$ cat config.mk
export PLATFORM = sky130hd
export DESIGN_NAME = ioctl_sdram_loader
export DESIGN_NICKNAME = d
export VERILOG_FILES = /design/src/rtl/segasys1_pkg.sv /design/src/rtl/loader_fifo.sv /design/src/rtl/ioctl_sdram_loader.sv
export SDC_FILE = /design/constraint.sdc
export NUM_CORES = 1
export LEC_CHECK = 0
export BUFFER_PORTS_ARGS = -buffer_cell sky130_fd_sc_hd__buf_2
export CORE_ASPECT_RATIO = 0.9
export CORE_UTILIZATION = 30
export CTS_BUF_LIST = sky130_fd_sc_hd__clkbuf_4
export DETAILED_ROUTE_END_ITERATION = 10
export PLACE_DENSITY = 0.49
export SLEW_MARGIN = 20
export SYNTH_ARGS = -nofsm -noshare
export SYNTH_HDL_FRONTEND = slang
export SYNTH_SLANG_ARGS = --single-unit
export TNS_END_PERCENT = 30
$ cat constraint.sdc
create_clock -name clk_sys -period 2.3 [get_ports clk_sys]
set_input_delay 0.115 -clock clk_sys [delete_from_list [all_inputs] [get_ports clk_sys]]
set_output_delay 0.115 -clock clk_sys [all_outputs]
set_load 0.05 [all_outputs]
$ cat src/rtl/segasys1_pkg.sv
// segasys1_pkg: shared loader types and constants
package segasys1_pkg;
  typedef enum logic [1:0] {IDLE, ISSUE, WAIT} loader_state_t;
  typedef struct packed {
    logic [24:0] addr;
    logic [7:0]  data;
  } loader_entry_t;
  localparam logic [24:0] DEFAULT_TILE_BASE = 25'h20000;
endpackage

$ cat src/rtl/loader_fifo.sv
// loader_fifo: synchronous FIFO of download bytes with occupancy count
module loader_fifo
  import segasys1_pkg::*;
#(
  parameter int DEPTH = 4
) (
  input  logic                     clk,
  input  logic                     rst_n,
  input  logic                     push,
  input  loader_entry_t            din,
  input  logic                     pop,
  output loader_entry_t            dout,
  output logic                     full,
  output logic                     empty,
  output logic [$clog2(DEPTH):0]   count
);
  localparam int W = $clog2(DEPTH);
  loader_entry_t mem [DEPTH];
  logic [W-1:0] rd, wr;
  assign dout  = mem[rd];
  assign full  = count == (W+1)'(DEPTH);
  assign empty = count == '0;
  // storage array, written only when the caller has checked full
  always_ff @(posedge clk)
    if (push) mem[wr] <= din;
  // pointers and occupancy; simultaneous push and pop leave count unchanged
  always_ff @(posedge clk or negedge rst_n)
    if (!rst_n) begin
      rd    <= '0;
      wr    <= '0;
      count <= '0;
    end else begin
      if (push) wr <= wr + W'(1);
      if (pop) rd <= rd + W'(1);
      count <= count + (W+1)'(push) - (W+1)'(pop);
    end
endmodule

$ cat src/rtl/ioctl_sdram_loader.sv
// ioctl_sdram_loader: ioctl byte stream to sdram toggle-handshake writes (option LOADER_CHECKSUM_EN adds byte checksum)
module ioctl_sdram_loader
  import segasys1_pkg::*;
#(
  parameter logic [24:0] TILE_BASE  = DEFAULT_TILE_BASE,
  parameter int          FIFO_DEPTH = 4,
  parameter int          RESET_HOLD = 16
) (
  input  logic        clk_sys,
  input  logic        reset_n,
  input  logic        ioctl_downl,
  input  logic        ioctl_wr,
  input  logic [24:0] ioctl_addr,
  input  logic [7:0]  ioctl_dout,
  input  logic        status_reset,
  output logic        port1_req,
  input  logic        port1_ack,
  output logic [22:0] port1_a,
  output logic [1:0]  port1_ds,
  output logic        port1_we,
  output logic [15:0] port1_d,
  output logic        port2_req,
  input  logic        port2_ack,
  output logic [22:0] port2_a,
  output logic [1:0]  port2_ds,
  output logic        port2_we,
  output logic [15:0] port2_d,
  output logic        busy,
  output logic        overflow,
  output logic        rom_loaded,
  output logic        core_reset
`ifdef LOADER_CHECKSUM_EN
  ,
  output logic [15:0] checksum
`endif
);
  localparam int HW = $clog2(RESET_HOLD + 1);
  loader_state_t state, next;
  loader_entry_t in_q, fifo_out, hold;
  logic wr_q, wr_q2, dl_q, dl_q2, sel, pend, pop, full, empty, is_tile, done;
  logic [$clog2(FIFO_DEPTH):0] fifo_count;
  logic [23:0] off;
  logic [HW-1:0] cnt;
  wire push_ev = wr_q & ~wr_q2 & dl_q;
  wire push    = push_ev & ~full;
  wire dl_rise = dl_q & ~dl_q2;
  wire dl_fall = ~dl_q & dl_q2;
  assign is_tile    = hold.addr >= TILE_BASE;
  assign off        = hold.addr[23:0] - (is_tile ? TILE_BASE[23:0] : 24'd0);
  assign done       = sel ? port2_ack == port2_req : port1_ack == port1_req;
  assign busy       = fifo_count != '0 || state != IDLE;
  assign core_reset = status_reset | ~rom_loaded | (cnt != '0);
  loader_fifo #(.DEPTH(FIFO_DEPTH)) u_fifo (
    .clk(clk_sys), .rst_n(reset_n), .push(push), .din(in_q), .pop(pop),
    .dout(fifo_out), .full(full), .empty(empty), .count(fifo_count)
  );
  // sample strobe, download flag and byte so edges and payload stay aligned
  always_ff @(posedge clk_sys or negedge reset_n)
    if (!reset_n) begin
      {wr_q, wr_q2, dl_q, dl_q2} <= '0;
      in_q <= '0;
    end else begin
      {wr_q, wr_q2, dl_q, dl_q2} <= {ioctl_wr, wr_q, ioctl_downl, dl_q};
      in_q <= {ioctl_addr, ioctl_dout};
    end
  // FSM state register
  always_ff @(posedge clk_sys or negedge reset_n)
    if (!reset_n) state <= IDLE;
    else state <= next;
  // next state and FIFO pop
  always_comb begin
    next = state;
    pop  = 1'b0;
    unique case (state)
      IDLE:  if (!empty) begin pop = 1'b1; next = ISSUE; end
      ISSUE: next = WAIT;
      WAIT:  if (done) next = IDLE;
      default: next = IDLE;
    endcase
  end
  // holding register and port drive; the unused port keeps its last values
  always_ff @(posedge clk_sys or negedge reset_n)
    if (!reset_n) begin
      hold <= '0;
      sel  <= 1'b0;
      {port1_req, port1_a, port1_ds, port1_we, port1_d} <= '0;
      {port2_req, port2_a, port2_ds, port2_we, port2_d} <= '0;
    end else begin
      if (pop) hold <= fifo_out;
      if (state == ISSUE) begin
        sel <= is_tile;
        if (is_tile) {port2_req, port2_a, port2_ds, port2_we, port2_d} <= {~port2_req, off[23:1], off[0], ~off[0], 1'b1, hold.data, hold.data};
        else {port1_req, port1_a, port1_ds, port1_we, port1_d} <= {~port1_req, off[23:1], off[0], ~off[0], 1'b1, hold.data, hold.data};
      end
    end
  // overflow, load completion and core reset hold counter
  always_ff @(posedge clk_sys or negedge reset_n)
    if (!reset_n) begin
      overflow   <= 1'b0;
      pend       <= 1'b0;
      rom_loaded <= 1'b0;
      cnt        <= HW'(RESET_HOLD);
    end else begin
      if (dl_rise) begin
        overflow   <= 1'b0;
        pend       <= 1'b0;
        rom_loaded <= 1'b0;
      end else begin
        if (dl_fall) pend <= 1'b1;
        if (pend && empty && state == IDLE) rom_loaded <= 1'b1;
      end
      if (push_ev && full) overflow <= 1'b1;
      cnt <= (status_reset || !rom_loaded) ? HW'(RESET_HOLD) : (cnt != '0 ? cnt - HW'(1) : cnt);
    end
`ifdef LOADER_CHECKSUM_EN
  // running sum of accepted bytes, frozen once the image is loaded
  always_ff @(posedge clk_sys or negedge reset_n)
    if (!reset_n) checksum <= '0;
    else if (dl_rise) checksum <= '0;
    else if (push && !rom_loaded) checksum <= checksum + 16'(in_q.data);
`endif
endmodule

==> impl_results.md, run 1 <==
- Largest fanout on the critical path: 5
- Detail Route Antenna Nets: 0
- Routability cong.: 0.7442
- Psw: 6.697 mW
- Setup_tns: 0 ns
- CTS buffer count: 81
- GR Layer Usage met2: 21.49%
- Pre-antenna DRT Iters: 4
- Post-DP HPWL: 13180 um
- Global routing's busiest layer: met2
- Most common cell after layout, fill and taps aside: dfrtp_1
- Slew HR: 59.64%
- Final setup fails: 0
- Initial antenna violation count: 2
- Worst hold slack: 0.1032 ns
- Synth-to-Final Area Change: 27.97%
- P_int: 11.25 mW
- Largest area contributor in the netlist: edfxtp_1
- Switch share: 37.32%
- Max-Cap Viols: 0
- Post-synthesis sequential area ratio: 73.74%
- Most frequent cells in the layout: 155 x dfrtp_1, 132 x edfxtp_1, 128 x buf_2
- Actual slew at the worst max-slew pin: 0.6053 ns
- Unrepaired setup endpoints after global routing: false
- Status: finished clean
- Post-route clock period utilization: 92.70%
- Leakage: 5.700 nW
- Num ports: 130
- Number of vias per cell: 4.314
- Routed WL: 22140 um
- CP arrival: 2.72 ns
- Initial Util: 30.57%
- DR vias: 5975
- Row count: 65
- Startpoint Class: flop
- Max frequency: 0.4690 GHz
- Mapped Area: 0.01074 sq mm
- Worst Setup Path Type: reg -> reg
- Core ar.: 0.03513 sq mm
- GR Layer Usage met3: 3.751%
- Clock power share: 25.4%
- DRC viols: 0
- # nets final: 900
- Clk_lat worst skew: 0.71 ns
- Final Max Slew Viols: 0
- Die X: 201.4 um
- Clk root buf: clkbuf_4
- PortBufs: 129
- Die area: 0.03656 sq mm
- Largest net degree at the start of global routing: 50
- Top post-synthesis cells by area: edfxtp_1 37%, dfrtp_1 37%, mux4_2 6.9%
- Synthesized area per cell: 18.39 sq um
- Global-route wire length before repair: 35250 um
- Drt wl/cell: 15.98 um
- Final critical-path required period: 2.132 ns
- CTS tree: done
- Post-synth top area share: 36.91%
- Vias in the first global route: 6618
- Synth Warn #: 0
- Clock Tree Buf Depth: 3
- Met1 usage: 14.74%
- Hold Crit Class: in -> reg
- Grt total ovfl: 0
- Power Density: 1306 mW/mm^2
- Layout cell share with drive strength beyond 1: 42.19%
- Max H-tree Level: 3
- Worst Setup End Kind: flop
- Endpoints failing hold: 0
- Seq pwr share: 40.4%
- Synth Register Bits: 290
- Mapped Nets: 636
- WP data required: 2.89 ns
- Syn Inst Count: 584
- Sink Count: 290
- Gr usage total: 12.68%
- Detailed Route Iter0 Violations: 183
- Final Skew: 0.03946 ns
- Combinational power share: 34.2%
- Unique masters post-synth: 44
- Maximum VDD drop: 0.5332 mV
- Die height: 181.5 um
- Clock-pin slew on the worst setup and hold paths: 0.06 ns
-- metrics by stage --
| stage | total power, mW | instance area [sq um] | cells | setup WS [ns] | util (%) |
|---|---|---|---|---|---|
| finish | 17.94 | 13740 | 1385 | 0.1679 | 39.12 |
| global route | 19.06 | 13740 | 1385 | 0.03842 | 39.12 |
| CTS | 18.31 | 13730 | 1384 | 0.1048 | 39.08 |
| detailed placement | 13.47 | 11970 | 1164 | 0.1180 | 34.07 |
| global placement | 13.23 | 11970 | 1164 | 0.2493 | 34.07 |
| floorplan | 11.96 | 10750 | 584 | 0.01039 | - |
-- layer usage --
metal  wire length, um  vias up
met3              1029       51
met1              9449     3019
li1                  -     2747
met5                 8        -
met2             11090      156
met4               562        2
-- cells in the mapped netlist, drive strengths merged --
library cell  count
xor2              3
buf              31
nor4              2
nand4             1
o31ai             1
o211ai            1
ha               11
nand2            20
o21a              3
inv              13
nand3             1
dfrtp           157
nand2b            8
a22o              1
dfstp             1
o22ai             1
a21oi             5
a22oi             1
mux2             80
nor2             16
nor3b             1
xnor2            11
nand3b            2
o2111ai           1
clkbuf            5
a211o             1
edfxtp          132
nor4b             1
o21ai            19
and2b             1
fa                1
a31oi             1
and2              4
a211oi            1
nor3              9
or3               3
mux4             33
or2               1
-- logic make-up after synthesis --
logic type      share of synthesized area, %
compound gates                         2.272
xor+xnor                               1.142
fa+ha+maj                              1.468
buf+inv                                2.761
flops                                  73.74
mux                                    15.31
simple gates                           3.309
-- power groups by stage --
stage	logic (mW)	clock network, mW	registers (mW)
finish	6.14	4.56	7.24
global route	6.61	5.05	7.39
CTS	6.27	4.79	7.25
detailed placement	6.13	0	7.34
global placement	5.99	0	7.25
floorplan	3.37	0	8.59
-- flip-flops by register name, indices dropped and copies added, names as in the netlist, 3 cells and up --
| name | flops |
|---|---|
| port2_d | 8 |
| hold | 33 |
| in_q | 33 |
| port2_a | 23 |
| port1_a | 23 |
| port1_d | 8 |
| cnt | 5 |
| u_fifo.count | 3 |
| u_fifo.mem | 132 |
-- worst max-delay path, cell delays in order, from the launching register on --
cell,delay [ns]
dfrtp_1,0.45
nor3_4,0.24
nand3_1,0.18
ha_1,0.26
ha_1,0.24
nor3b_1,0.17
xnor2_1,0.24
nand2b_1,0.13
o21a_1,0.12
-- cell type report --
class,count,area (sq um)
fillers,3310,21390
flip-flops and latches,290,7921
multi-input cells,245,2559
repair buffers,217,1590
clock buffers,115,863.3
well taps,469,586.8
clock inverters,35,171.4
inverters,13,48.80
diodes,1,2.502
-- what timing repair did --
item / 4_1_cts / 5_1_grt
gates resized for setup: 1 / 2
endpoints found under the setup margin: 1 / 3
buffers inserted: 1 / 0
hold endpoints to repair: 199 / 0
hold buffers: 69 / 0
-- worst paths after layout --
check	start	endpoint	slack, ns	cells past startpoint
worst min-delay path	ioctl_dout[3]	in_q[3]$_DFF_PN0_	0.10	2
worst max-delay path	hold[28]$_DFFE_PN0P_	port1_a[20]$_DFFE_PN0P_	0.17	8
worst min register to register	wr_q$_DFF_PN0_	wr_q2$_DFF_PN0_	0.37	0
worst max register to register	hold[28]$_DFFE_PN0P_	port1_a[20]$_DFFE_PN0P_	0.17	8
max in group asynchronous	reset_n	hold[20]$_DFFE_PN0P_	1.36	4
min in group asynchronous	reset_n	cnt[4]$_DFFE_PN1P_	0.56	3
No activity file was read; power rests on OpenSTA's default activity.
==> inputs of run 2 (changes only) <==
CORE_UTILIZATION = 54   (was 30)
PLACE_DENSITY = 0.79   (was 0.49)
==> impl_results.md, run 2 (synthesis results as in run 1) <==
- Status: finished clean (unchanged)
- CP max stage delay: 0.43 ns (was 0.45 ns)
- Routability cong.: 0.7860 (was 0.7442)
- CTS buffer count: 72 (was 81)
- Final cell count without fillers: 1114 (was 1385)
- Dpl ws: 0.09285 ns (was 0.1180 ns)
- Slew HR: 48.83% (was 59.64%)
- Maximum VDD drop: 0.7417 mV (was 0.5332 mV)
- Most flops, register: u_fifo.mem (unchanged)
- Die X: 150.7 um (was 201.4 um)
- Global-route wire length before repair: 31820 um (was 35250 um)
- Largest net degree at the start of global routing: 76 (was 50)
- Endpoints failing hold: 0 (unchanged)
- Worst Setup End Kind: flop (unchanged)
- Final Max Slew Viols: 0 (unchanged)
- Worst-path cell chain: nor3_4 > nand3_1 > ha_1 > ha_1 > nor3b_1 > xnor2_1 > nand2b_1 > o21a_1 (unchanged)
- Post-route clock period utilization: 93.61% (was 92.70%)
- CP dominant cell by count: ha_1 (unchanged)
- Routed WL: 19700 um (was 22140 um)
- Clock-pin slew on the worst setup and hold paths: 0.07 ns (was 0.06 ns)
- Max-Cap Viols: 0 (unchanged)
- Gr usage total: 20.81% (was 12.68%)
- Flip-flop and latch area: 0.007923 sq mm (was 0.007921 sq mm)
- Max H-tree Level: 3 (unchanged)
- Row count: 48 (was 65)
- Area of placed instances: 0.01172 sq mm (was 0.01197 sq mm)
- Synth-to-Final Area Change: 22.42% (was 27.97%)
- Ant diodes: 0 (was 1)
- DRC viols: 0 (unchanged)
- Multi-input gate area: 0.002559 sq mm (unchanged)
- Dpl cells: 943 (was 1164)
- Layout cell share with drive strength beyond 1: 44.33% (was 42.19%)
- Final Skew: 0.04768 ns (was 0.03946 ns)
- Vias in the first global route: 6385 (was 6618)
- Slowest stage cell, crit path: dfrtp_1 (unchanged)
- Most common cell after layout, fill and taps aside: dfrtp_1 (unchanged)
- Largest fanout on the critical path: 4 (was 5)
- Initial antenna violation count: 0 (was 2)
- Clock Tree Buf Depth: 3 (unchanged)
- Setup_tns: 0 ns (unchanged)
- Unrepaired setup endpoints after global routing: false (unchanged)
- Num ports: 130 (unchanged)
- CTS tree: done (unchanged)
- Leakage: 5.559 nW (was 5.700 nW)
- Final critical-path required period: 2.153 ns (was 2.132 ns)
- Filler cells: 1301 (was 3310)
- Detail Route Antenna Nets: 0 (unchanged)
- DR vias: 5849 (was 5975)
- Max frequency: 0.4644 GHz (was 0.4690 GHz)
- Final WS setup: 0.1469 ns (was 0.1679 ns)
- Final setup fails: 0 (unchanged)
- Power Density: 1358 mW/mm^2 (was 1306 mW/mm^2)
- Sink Count: 290 (unchanged)
- Most frequent cells in the layout: 154 x dfrtp_1, 132 x edfxtp_1, 128 x buf_2 (was 155 x dfrtp_1, 132 x edfxtp_1, 128 x buf_2)
- Clk root buf: clkbuf_4 (unchanged)
- Actual slew at the worst max-slew pin: 0.7675 ns (was 0.6053 ns)
- Die area: 0.02046 sq mm (was 0.03656 sq mm)
- Grt total ovfl: 0 (unchanged)
- Clk_lat worst skew: 0.67 ns (was 0.71 ns)
- CP arrival: 2.69 ns (was 2.72 ns)
- # nets final: 860 (was 900)
- PortBufs: 129 (unchanged)
- Top flop regs: u_fifo.mem x132, hold x33, in_q x33 (unchanged)
- Initial Util: 55.53% (was 30.57%)
- Hold Crit Class: in -> async (was in -> reg)
- Max reg flops: 132 (unchanged)
- Post-layout util: 67.98% (was 39.12%)
- Fin area: 0.01315 sq mm (was 0.01374 sq mm)
- Worst Setup Path Type: reg -> reg (unchanged)
- Core ar.: 0.01934 sq mm (was 0.03513 sq mm)
- Startpoint Class: flop (unchanged)
- Number of vias per cell: 5.250 (was 4.314)
- WP data required: 2.84 ns (was 2.89 ns)
- Total power: 17.86 mW (was 17.94 mW)
- Worst hold slack: 0.04089 ns (was 0.1032 ns)
- Post-DP HPWL: 11660 um (was 13180 um)
- Pre-antenna DRT Iters: 4 (unchanged)
- Die height: 135.8 um (was 181.5 um)
- Detailed Route Iter0 Violations: 199 (was 183)
- Drt wl/cell: 17.68 um (was 15.98 um)
-- run 2: cell count changes in the layout (fill, tap and decap cells not counted), sizes merged --
cell / previous run / this run
buf: 149 / 147
bufinv: 1 / 2
clkbuf: 115 / 121
clkinv: 29 / 5
clkinvlp: 1 / 0
diode: 1 / 0
dlygate4sd3: 68 / 39
inv: 17 / 15
-- run 2: worst paths after layout --
check	slack (ns)	depth (start not counted)	endpoint	from
min in group clk_sys	0.09	2	in_q[19]$_DFF_PN0_	ioctl_addr[11]
min	0.04	2	hold[21]$_DFFE_PN0P_	reset_n
max	0.15	8	port1_a[22]$_DFFE_PN0P_	hold[29]$_DFFE_PN0P_
min reg2reg	0.36	0	wr_q2$_DFF_PN0_	wr_q$_DFF_PN0_
max in group asynchronous	1.49	3	hold[11]$_DFFE_PN0P_	reset_n
max reg2reg	0.15	8	port1_a[22]$_DFFE_PN0P_	hold[29]$_DFFE_PN0P_
-- run 2: final cells by class --
| class | count | area share (%) |
|---|---|---|
| Timing Repair Buffer | 186 | 9.908 |
| Inverter | 13 | 0.3712 |
| Clock buffer | 121 | 6.910 |
| Multi-Input combinational cell | 245 | 19.46 |
| Clock inverter | 9 | 0.7043 |
| Tap cell | 250 | 2.379 |
| Sequential cell | 290 | 60.26 |
-- run 2: worst max-delay path: cells and delay by family (launching register included) --
family,cells,cell delay (ns)
simple gates,4,0.77
xor+xnor,1,0.24
compound gates,1,0.14
fa+ha+maj,2,0.48
flops,1,0.43
-- run 2: repair_timing --
action                                  CTS  global route
gates resized for setup                   1             3
pin swaps                                 0             1
hold buffers                             39             0
setup buffers                             0             2
endpoints found under the hold margin   167             0
endpoints found under the setup margin    1             4
-- run 2: routing by layer --
| layer | up-vias | track usage [%] | wire length [um] |
|---|---|---|---|
| met5 | - | 0 | 0 |
| met4 | 0 | 8.222 | 356 |
| met3 | 38 | 5.690 | 1224 |
| met2 | 215 | 34.74 | 9800 |
| met1 | 2957 | 25.95 | 8314 |
| li1 | 2639 | - | - |
-- run 2: power by group --
group	internal (mW)	leakage (nW)	switching, mW
Clock	2.59	0.606	1.92
Combinational	2.32	1.84	3.74
Sequential	6.48	3.12	0.808
==> inputs of run 3 (changes only) <==
CORE_UTILIZATION = 45   (was 54)
PLACE_DENSITY = 0.68   (was 0.79)
==> impl_results.md, run 3 (synthesis results as in run 1) <==
- Max reg flops: 132 (unchanged)
- DR vias: 5850 (was 5849)
- DRC viols: 0 (unchanged)
- Sink Count: 290 (unchanged)
- Worst Hold End: in_q[19]$_DFF_PN0_
- CP arrival: 2.06 ns (was 2.69 ns)
- Status: finished clean (unchanged)
- Worst hold path stage count: 2
- Power Density: 1328 mW/mm^2 (was 1358 mW/mm^2)
- Num ports: 130 (unchanged)
- Final critical-path required period: 2.180 ns (was 2.153 ns)
- Maximum VDD drop: 0.9573 mV (was 0.7417 mV)
- Die X: 164.8 um (was 150.7 um)
- Number of vias per cell: 4.991 (was 5.250)
- Layout cell share with drive strength beyond 1: 42.92% (was 44.33%)
- Actual slew at the worst max-slew pin: 0.6565 ns (was 0.7675 ns)
- Switch share: 37.51% (was 36.22%)
- Initial antenna violation count: 1 (was 0)
- Max-Cap Viols: 0 (unchanged)
- Clock-pin slew on the worst setup and hold paths: 0.07 ns (about the same)
- Leakage: 5.497 nW (was 5.559 nW)
- Clock Tree Buf Depth: 3 (unchanged)
- Pre-antenna DRT Iters: 5 (was 4)
- Clock power share: 23.1% (was 25.2%)
- Fin area: 0.01314 sq mm (was 0.01315 sq mm)
- Top delay family on crit path: simple AND/OR/NAND/NOR gates (unchanged)
- Vias in the first global route: 6368 (was 6385)
- Largest net degree at the start of global routing: 63 (was 76)
- # nets final: 866 (was 860)
- Capture point of the worst reg-to-reg path: port1_a[20]$_DFFE_PN0P_ (was port1_a[22]$_DFFE_PN0P_)
- Seq pwr share: 42.1% (was 40.8%)
- Gr usage total: 17.60% (was 20.81%)
- Clk_lat worst skew: 0.65 ns (was 0.67 ns)
- Hold Crit Class: in -> reg (was in -> async)
- R2R setup slack: 0.14 ns (was 0.15 ns)
- Worst hold slack: 0.09981 ns (was 0.04089 ns)
- Routed WL: 20220 um (was 19700 um)
- WP data required: 2.18 ns (was 2.84 ns)
- Worst Setup End Kind: output port (was flop)
- CTS buffer count: 72 (unchanged)
- Grt total ovfl: 0 (unchanged)
- Cells on worst reg2reg path: 8 (unchanged)
- Synth-to-Final Area Change: 22.31% (was 22.42%)
- Psw: 6.543 mW (was 6.468 mW)
- Slew HR: 56.23% (was 48.83%)
- Die area: 0.02449 sq mm (was 0.02046 sq mm)
- Final Max Slew Viols: 0 (unchanged)
- Clk root buf: clkbuf_4 (unchanged)
- Post-route clock period utilization: 94.76% (was 93.61%)
- Final setup fails: 0 (unchanged)
- Final Skew: 0.04183 ns (was 0.04768 ns)
- Top flop regs: u_fifo.mem x132, hold x33, in_q x33 (unchanged)
- Largest fanout on the critical path: 6 (was 4)
- Combinational power share: 34.9% (was 34.0%)
- Most frequent cells in the layout: 153 x dfrtp_1, 132 x edfxtp_1, 128 x buf_2 (was 154 x dfrtp_1, 132 x edfxtp_1, 128 x buf_2)
- Global-route wire length before repair: 32550 um (was 31820 um)
- Die height: 148.6 um (was 135.8 um)
- P_int: 10.90 mW (was 11.39 mW)
- Detail Route Antenna Nets: 0 (unchanged)
- Slowest stage cell, crit path: dfrtp_1 (unchanged)
- Most common cell after layout, fill and taps aside: dfrtp_1 (unchanged)
- PortBufs: 129 (unchanged)
- Row count: 53 (was 48)
- Hold_sp: ioctl_addr[11]
- Dpl ws: 0.07542 ns (was 0.09285 ns)
- Setup_tns: 0 ns (unchanged)
- Endpoints failing hold: 0 (unchanged)
- Final WS setup: 0.1205 ns (was 0.1469 ns)
- Filler cells: 1829 (was 1301)
- Drt wl/cell: 17.25 um (was 17.68 um)
- Post-layout util: 56.11% (was 67.98%)
- CTS tree: done (unchanged)
- Max frequency: 0.4588 GHz (was 0.4644 GHz)
- Initial Util: 45.88% (was 55.53%)
- Routability cong.: 0.7630 (was 0.7860)
- Max H-tree Level: 3 (unchanged)
- CP max stage delay: 0.38 ns (was 0.43 ns)
- Core ar.: 0.02341 sq mm (was 0.01934 sq mm)
- Worst Path Buf+Inv: 2 (was 0)
- Worst Setup Path Type: reg -> out (was reg -> reg)
- Most flops, register: u_fifo.mem (unchanged)
- Area of placed instances: 0.01175 sq mm (was 0.01172 sq mm)
- Detailed Route Iter0 Violations: 252 (was 199)
- Post-DP HPWL: 12300 um (was 11660 um)
- Startpoint Class: flop (unchanged)
- Worst-path cell chain: inv_1 > ha_1 > nor4b_4 > nand3b_1 > buf_2 (was nor3_4 > nand3_1 > ha_1 > ha_1 > nor3b_1 > xnor2_1 > nand2b_1 > o21a_1)
- Worst r2r src: hold[27]$_DFFE_PN0P_ (was hold[29]$_DFFE_PN0P_)
==> run 3: cell count changes in the layout (fill, tap and decap cells not counted), sizes merged <==
cell / before / now
clkbuf: 121 / 103
bufinv: 2 / 0
clkinvlp: 0 / 2
dlygate4sd3: 39 / 40
clkinv: 5 / 22
buf: 147 / 152
diode: 0 / 1
==> run 3: worst max-delay path by stage <==
stage / from / depth (start not counted) / slack, ns / end
after floorplan: u_fifo.count[1]$_DFF_PN0_ / 10 / 0.01 / u_fifo.count[2]$_DFF_PN0_
after global placement: hold[25]$_DFFE_PN0P_ / 8 / 0.25 / port1_a[18]$_DFFE_PN0P_
after detailed placement: hold[32]$_DFFE_PN0P_ / 8 / 0.08 / port1_a[20]$_DFFE_PN0P_
after CTS: cnt[0]$_DFFE_PN0P_ / 5 / 0.04 / core_reset
after global routing: hold[27]$_DFFE_PN0P_ / 8 / -0.05 / port1_a[18]$_DFFE_PN0P_
final: cnt[0]$_DFFE_PN0P_ / 5 / 0.12 / core_reset
==> run 3: area by class of cell <==
type	count	area, sq um	share of cell area, %
diodes	1	2.502	0.01905
flip-flops and latches	290	7924	60.33
clock buffers	103	773.2	5.887
inverters	13	48.80	0.3715
clock inverters	26	111.4	0.8478
well taps	302	377.9	2.877
repair buffers	192	1325	10.09
multi-input cells	245	2572	19.58
==> run 3: worst reg2reg max path, delay by kind of cell (launching register included) <==
family	cells	cell delay (ns)
fa+ha+maj	2	0.50
simple gates	4	0.70
compound gates	1	0.12
xor+xnor	1	0.27
flops	1	0.46
==> run 3: per-stage QoR <==
stage | instances | total power, mW
after floorplan | 584 | 11.96
after global placement | 995 | 13.15
after detailed placement | 995 | 13.40
after CTS | 1165 | 17.61
after global routing | 1172 | 18.49
final | 1172 | 17.44
==> run 3: timing repair <==
item | in CTS | in global routing
gates resized for setup | 1 | 7
endpoints found under the hold margin | 198 | 0
buffers inserted | 0 | 6
pin swaps | 0 | 2
hold buffers | 41 | 0
setup endpoints to repair | 1 | 4
==> run 3: metal layers <==
layer / up-vias / share of wire (%) / wire length [um] / GRT usage [%]
met5: - / 0 / 0 / 0
met4: 0 / 1.7 / 338 / 6.239
met3: 34 / 5.5 / 1108 / 5.215
met2: 173 / 48 / 9762 / 28.66
met1: 2974 / 45 / 9008 / 22.42
li1: 2669 / - / - / -
==> run 3: power groups by stage <==
stage / Clock [mW] / Combinational, mW / Sequential, mW
3_3_place_gp: 0 / 5.84 / 7.31
2_1_floorplan: 0 / 3.37 / 8.59
6_report: 4.03 / 6.08 / 7.34
4_1_cts: 4.20 / 6.10 / 7.32
3_5_place_dp: 0 / 5.99 / 7.41
5_1_grt: 4.47 / 6.53 / 7.50
